===== src/rtl/prescaled_updown_counter.sv =====
// prescaled_updown_counter
//   General-purpose timer/event counter with a programmable prescaler,
//   up/down counting, a programmable limit and four terminal-count modes
//   (wrap, saturate, one-shot, auto-reload).
//
// Ports
//   Clock          system clock; all state updates on posedge
//   Reset          synchronous, active-high reset
//   Enable         advances the prescaler and allows counting; 0 holds all state
//   Load           loads LoadValue into Q; clears prescaler, Done and one-shot freeze
//   LoadValue      load value and auto-reload value
//   Direction      0 = count up, 1 = count down
//   Mode           00 wrap, 01 saturate, 10 one-shot, 11 auto-reload
//   Limit          up-count terminal value; wrap target when counting down
//   Prescale       a step occurs every Prescale+1 enabled cycles
//   Q              current count
//   TerminalCount  registered one-cycle pulse after a step taken at the terminal value
//   Done           sticky flag, set at the first terminal event
module prescaled_updown_counter #(
  parameter int SIZE          = 16,
  parameter int PRESCALE_BITS = 8
) (
  input  logic                     Clock,
  input  logic                     Reset,
  input  logic                     Enable,
  input  logic                     Load,
  input  logic [SIZE-1:0]          LoadValue,
  input  logic                     Direction,
  input  logic [1:0]               Mode,
  input  logic [SIZE-1:0]          Limit,
  input  logic [PRESCALE_BITS-1:0] Prescale,
  output logic [SIZE-1:0]          Q,
  output logic                     TerminalCount,
  output logic                     Done
);

  typedef enum logic [1:0] {
    MODE_WRAP     = 2'b00,
    MODE_SATURATE = 2'b01,
    MODE_ONE_SHOT = 2'b10,
    MODE_RELOAD   = 2'b11
  } mode_t;

  // A one-shot counter that has fired sits in FROZEN until Load or Reset.
  typedef enum logic {
    RUNNING = 1'b0,
    FROZEN  = 1'b1
  } state_t;

  state_t                   state, state_next;
  logic [SIZE-1:0]          q, q_next;
  logic [PRESCALE_BITS-1:0] pcnt, pcnt_next;
  logic                     tc, tc_next;
  logic                     done, done_next;

  logic active;
  logic tick;
  logic at_term;
  mode_t mode;

  assign mode    = mode_t'(Mode);
  assign active  = Enable && (state == RUNNING);
  assign tick    = active && (pcnt == Prescale);
  assign at_term = Direction ? (q == '0) : (q == Limit);

  // NOTE: every signal assigned in this block gets a default first, so no
  // path leaves one unassigned and no latch is inferred.
  always_comb begin
    state_next = state;
    q_next     = q;
    pcnt_next  = pcnt;
    tc_next    = 1'b0;
    done_next  = done;

    if (Load) begin
      q_next     = LoadValue;
      pcnt_next  = '0;
      done_next  = 1'b0;
      state_next = RUNNING;
    end else if (active) begin
      // A Prescale lowered below pcnt lets pcnt run on and wrap through
      // 2^PRESCALE_BITS before the next match.
      pcnt_next = tick ? '0 : pcnt + 1'b1;

      if (tick) begin
        if (!at_term) begin
          q_next = Direction ? q - 1'b1 : q + 1'b1;
        end else begin
          tc_next   = 1'b1;
          done_next = 1'b1;
          unique case (mode)
            MODE_WRAP:     q_next = Direction ? Limit : '0;
            MODE_SATURATE: q_next = q;
            MODE_ONE_SHOT: state_next = FROZEN;
            MODE_RELOAD:   q_next = LoadValue;
          endcase
        end
      end
    end
  end

  // NOTE: sequential state uses non-blocking assignments so every register
  // samples the pre-edge values regardless of statement order.
  always_ff @(posedge Clock) begin
    if (Reset) begin
      state <= RUNNING;
      q     <= '0;
      pcnt  <= '0;
      tc    <= 1'b0;
      done  <= 1'b0;
    end else begin
      state <= state_next;
      q     <= q_next;
      pcnt  <= pcnt_next;
      tc    <= tc_next;
      done  <= done_next;
    end
  end

  assign Q             = q;
  assign TerminalCount = tc;
  assign Done          = done;

endmodule


===== config.mk =====
export PLATFORM = sky130hd
export DESIGN_NAME = prescaled_updown_counter
export DESIGN_NICKNAME = d
export VERILOG_FILES = /design/src/rtl/prescaled_updown_counter.sv
export SDC_FILE = /design/constraint.sdc
export NUM_CORES = 1
export LEC_CHECK = 0
export BUFFER_PORTS_ARGS = -buffer_cell sky130_fd_sc_hd__buf_2
export CAP_MARGIN = 10
export CORE_MARGIN = 10
export CORE_UTILIZATION = 49
export CTS_CLUSTER_DIAMETER = 30
export CTS_CLUSTER_SIZE = 40
export DETAILED_ROUTE_END_ITERATION = 10
export HOLD_SLACK_MARGIN = 0.08
export PLACE_DENSITY = 0.78
export SLEW_MARGIN = 5
export SYNTH_ARGS = -nofsm -noshare
export SYNTH_HDL_FRONTEND = slang
export SYNTH_SLANG_ARGS = --single-unit

===== constraint.sdc =====
create_clock -name Clock -period 2.5 [get_ports Clock]
set_clock_uncertainty 0.1 [all_clocks]
set_input_delay 0.25 -clock Clock [delete_from_list [all_inputs] [get_ports Clock]]
set_output_delay 0.25 -clock Clock [all_outputs]
set_load 0.05 [all_outputs]

=== Yosys cells after proc, flatten, opt, wreduce, memory -nomap -nowiden ===
Index checks and enable logic that the tools add are counted.

* Bits of input ports: 47
* Output and inout port bits: 18
* Word-level logic and storage cells: 37
* Register bits after elaboration: 27

* Reductions and logical operators: 11
* Bitwise logic cells: 3
* Equal/unequal tests: 5
* $add $sub $neg: 3
* Multiplexer cells: 10

{| class="wikitable"
|+ Operators by type and width
! operator !! count
|-
| 16-bit 2-to-1 mux || 6
|-
| 16-bit case mux with 2 select lines || 1
|-
| 16-bit by 1-bit adder with 16-bit output (second input constant) || 1
|-
| 16-bit == test || 1
|-
| 16-bit zero test || 1
|-
| 16-bit by 1-bit subtractor with 16-bit output (second input constant) || 1
|-
| 8-bit by 1-bit adder with 8-bit output (second input constant) || 1
|-
| 8-bit == test || 1
|-
| 8-bit 2-to-1 mux || 1
|-
| 3-bit AND reduction || 2
|-
| 2-bit == test (second input constant) || 2
|-
| 4-bit by 2-bit != test with 1-bit output (second input constant) || 1
|-
| 4-bit AND reduction || 1
|-
| 2-bit nonzero test || 2
|-
| 4-bit OR reduction || 1
|-
| 1-bit NOT || 3
|-
| 1-bit logical AND || 2
|-
| 2-bit zero test || 1
|-
| 1-bit 2-to-1 mux || 2
|-
| 2-bit OR reduction || 1
|}

=== Depth between registers and ports, before layout ===
* Depth after elaboration: 6
* Mapped depth: 10
* Gate-level depth less buffers: 9

=== Worst setup path before layout ===
Ideal clock, no wire load.

* Kind: reg2reg
* Start point: register q[4], in the netlist Q[4]
* End point: register q[11], in the netlist Q[11]
* Arrival time: 2.510 ns
* Required time: 2.309 ns
* Clock period less this slack: 2.701 ns
* Setup time: 0.091 ns
* Path buffers: 0
* Cell stages (with the launch flop): 10
* Setup slack: -0.201 ns
* Cell sequence: dfxtp_1 ha_1 o21ai_0 a21oi_1 o22ai_1 o21ai_0 a31oi_1 xnor2_1 o21ai_0 a311oi_1

* Cells in the longest elaborated chain, start to end: 6
* Elaborated cells between the ends (all ways): 12
* Those cells by class: 2 x add/sub; 2 x eq/ne; 6 x mux; 2 x reduce/logical

{| class="wikitable"
|+ RTL lines
! element !! line !! text
|-
| start: declaration || 51 || <nowiki>logic [SIZE-1:0] q, q_next;</nowiki>
|-
| start signal: assignment || 113 || <nowiki>q <= q_next;</nowiki>
|-
| 16-bit by 1-bit adder with 16-bit output (tied with other cells) || 87 || <nowiki>q_next = Direction ? q - 1'b1 : q + 1'b1;</nowiki>
|-
| 16-bit 2-to-1 mux / 1-bit 2-to-1 mux (equally long branches) || 87, 64 ||
|-
| 16-bit 2-to-1 mux || 86 || <nowiki>if (!at_term) begin</nowiki>
|-
| 16-bit 2-to-1 mux || 85 || <nowiki>if (tick) begin</nowiki>
|-
| 16-bit 2-to-1 mux || 80 || <nowiki>end else if (active) begin</nowiki>
|-
| 16-bit 2-to-1 mux || 75 || <nowiki>if (Load) begin</nowiki>
|}

Several ways; a longest one is shown, not always the timed one. The select of a mux whose other input is x is not followed.
A chain may end at the register's enable or synchronous reset.

=== Final worst setup path ===
* Start point: register q[1], in the netlist Q[1]
* End point: register q[0], in the netlist Q[0]

* Cells in the longest elaborated chain, start to end: 6
* Elaborated cells between the ends (all ways): 9
* Those cells by class: 2 x eq/ne; 5 x mux; 2 x reduce/logical

{| class="wikitable"
|+ RTL lines
! element !! line !! text
|-
| 16-bit == test / 16-bit zero test (equally long branches) || 64 || <nowiki>assign at_term = Direction ? (q == '0) : (q == Limit);</nowiki>
|-
| 1-bit 2-to-1 mux (*) || 64 ||
|-
| 16-bit 2-to-1 mux || 86 ||
|-
| 16-bit 2-to-1 mux || 85 ||
|-
| 16-bit 2-to-1 mux || 80 ||
|-
| 16-bit 2-to-1 mux || 75 ||
|}

Every way passes the cells marked *; elsewhere a longest branch is shown, timed or not. The select of a mux whose other input is x is not followed.

==> impl_results.md <==
- Status: complete, but fails checks
- Failing checks: setup timing
- Worst path cell trace: buf_4 -> buf_4 -> nor4b_1 -> nand4_1 -> o31ai_4 -> buf_12 -> mux2_2 -> nor2_1 -> a21oi_1 -> a211oi_1
- Initial antenna violation count: 0
- Path length in cells of the critical path: 10
- Non-Filler Instances: 491
- Die W: 92.1 um
- Worst r2r src: Q[1]
- Max VDD drop: 300 uV
- Post-Syn Instances: 334
- Final Core Density: 66.6%
- H-tree Lvls: 1
- Worst Hold End: Q[5]
- Detailed Route Iter0 Violations: 253
- EDFF count, synth: 0
- Crit Reg-Reg Endpoint: Q[0]
- Reg2Reg Depth: 10
- Power density over cell area: 381 mW/mm^2
- Delay of the slowest critical-path stage: 0.42 ns
- Vias per inst: 5.80
- CP arrival: 2.67 ns
- CTS tree: built
- Post-synthesis sequential area ratio: 21.2%
- Inserted Clock Buffers: 3
- Final count of hold timing violations: 0
- Drt total wl: 8710 um
- Nets: 487
- Initial Util: 50.1%
- Critical setup path kind: reg -> reg
- Synthesized area per cell: 7.62 um^2
- R2R Setup Slk: -0.07 ns
- Commonest non-fill, non-tap cell in the layout: buf_2
- RSZ-0062 raised after global routing: true
- Routed len/inst: 17.7 um
- CTS clk-pin slew, worst paths: 0.11 ns
- Die footprint: 0.00847 mm^2
- CTS max path bufs: 2
- Worst setup SP type: flop
- Tmin final: 2.57 ns
- Worst hold start: LoadValue[5]
- Routability congestion estimate: 0.890
- Antenna diodes: 0
- Post-Syn Area: 0.00254 mm^2
- Final HPWL from detailed placement: 6070 um
- IO buf count: 64
- Yosys warns: 0
- Post-synthesis register bit count: 27
- Worst-path cell with the longest stage delay: nor4b_1
- Worst-path fanout max: 5
- Worst-Margin Slew: 0.612 ns
- Share of layout cells above drive strength 1: 34.0%
- Total gr overflow: 0
- Rows: 26
- First-pass GRT wire length: 13000 um
- Hold slack final: 0.101 ns
- CTS Sinks: 27
- P_leak: 1.51 nW
- Final period utilization: 103%
- Hold bufs inserted after CTS: 0
- Worst skew pair latency: 0.29 ns
- Final instance area: 0.00338 mm^2
- Setup WS post-layout: -0.0673 ns
- Worst Hold Class: in -> reg
- Routed via count: 2846
- Yosys cell types: 52
- Crit path buffers/inverters: 3
- Number of global-route vias before repair: 2755
- Drt pass-1 iters: 5
- Syn_nets: 399
- Slew Limit Headroom: 58.9%
- Post-Place Cells: 476
- Synthesis-to-finish area growth: 33.0%
- Hold depth: 3
- Max-cap violations: 0
- DRC violations left: 0
- Final setup viols: 4
- Clock root cell: clkbuf_8
- Die Y: 92.1 um
- Ys async rst share: 0%
- Post-route ant nets: 0
- Area after DPL: 0.00306 mm^2
- Top FF cell, synth: dfxtp_1
- GRT Total Usage: 18.1%
- Crit end category: flop
- Max-slew violation count: 0
- Most frequent cells in the layout: buf_2 (64), nand2_1 (48), nor2_1 (37)
- Max Fclk: 390 MHz
- Critical path's most frequent cell: buf_4
- CORE AREA: 0.00507 mm^2
- Largest net degree at the start of global routing: 33
- I/O pin cnt: 65
- Required @ worst endpoint: 2.60 ns
- Delay-heaviest family, CP: simple AND/OR/NAND/NOR gates
cells in the mapped netlist (7+ instances only):
cell type | instances | area [um^2]
clkbuf_1 | 8 | 30.0
o211ai_1 | 11 | 82.6
o21ai_0 | 13 | 65.1
xnor2_1 | 11 | 96.3
a211oi_1 | 9 | 67.6
nand3_1 | 8 | 40.0
nand2_1 | 48 | 180
nor3_1 | 9 | 45.0
nor4_1 | 7 | 43.8
ha_1 | 17 | 213
dfxtp_1 | 27 | 541
a21oi_1 | 23 | 115
xor2_1 | 33 | 289
mux2i_1 | 7 | 70.1
nor2_1 | 38 | 143
per-stage QoR:
step | TNS (ns) | power (mW) | setup WS [ns]
finish | -0.186 | 1.29 | -0.0673
floorplan | 0 | 0.790 | 0.00316
global placement | -0.00307 | 0.933 | -0.00307
detailed placement | -0.200 | 0.943 | -0.0499
CTS | 0 | 1.22 | 0.00338
global route | -2.16 | 1.35 | -0.247
registers in the layout (all words and copies together), names as in the netlist:
name           cells
state              1
pcnt               8
Done               1
TerminalCount      1
Q                 16
metal layers:
metal  track usage [%]  share of wire (%)  up-vias
li1                  -                  -     1370
met1              21.6                 42     1328
met2              32.0                 49      130
met3              3.59                6.7       18
met4              5.14                2.4        0
met5                 0                  0        -
kinds of logic (layout without fill, tap and decap cells):
kind of cell,Yosys count,in the layout,synth area share [%]
compound gates,81,82,21.0
xor+xnor,44,44,15.2
fa+ha+maj,18,18,9.15
buf+inv,22,108,5.02
flops,27,27,21.2
mux,13,13,5.41
simple gates,129,129,23.0
final cells by class:
type / instances / area [um^2]
well taps: 70 / 87.6
clock buffers: 3 / 41.3
multi-input cells: 286 / 2030
inverters: 7 / 26.3
flip-flops and latches: 27 / 558
fillers: 408 / 1690
clock inverters: 1 / 7.51
repair buffers: 97 / 633
worst max-delay path by stage:
stage / from / to
after detailed placement: Direction / Q[13]
after floorplan: Q[14] / Q[0]
after global placement: Direction / Q[14]
after global routing: Q[1] / Q[13]
final: Q[1] / Q[0]
after CTS: Q[1] / Q[11]
timing repair:
| item | CTS | global route |
|---|---|---|
| pin swaps | 2 | 24 |
| resized for setup | 5 | 31 |
| setup endpoints to repair | 4 | 14 |
| buffers inserted | 2 | 8 |
| gates cloned | 0 | 1 |
where the power goes:
group	leakage [nW]	internal [mW]	total, mW	switching, mW
Clock	0.0217	0.114	0.278	0.164
Combinational	1.26	0.225	0.537	0.312
Sequential	0.225	0.448	0.473	0.0252
worst min-delay path, cell delays in order:
cell	delay (ns)
buf_2	0.10
nand2_1	0.05
a21oi_1	0.05
No activity file was read; power rests on OpenSTA's default activity.
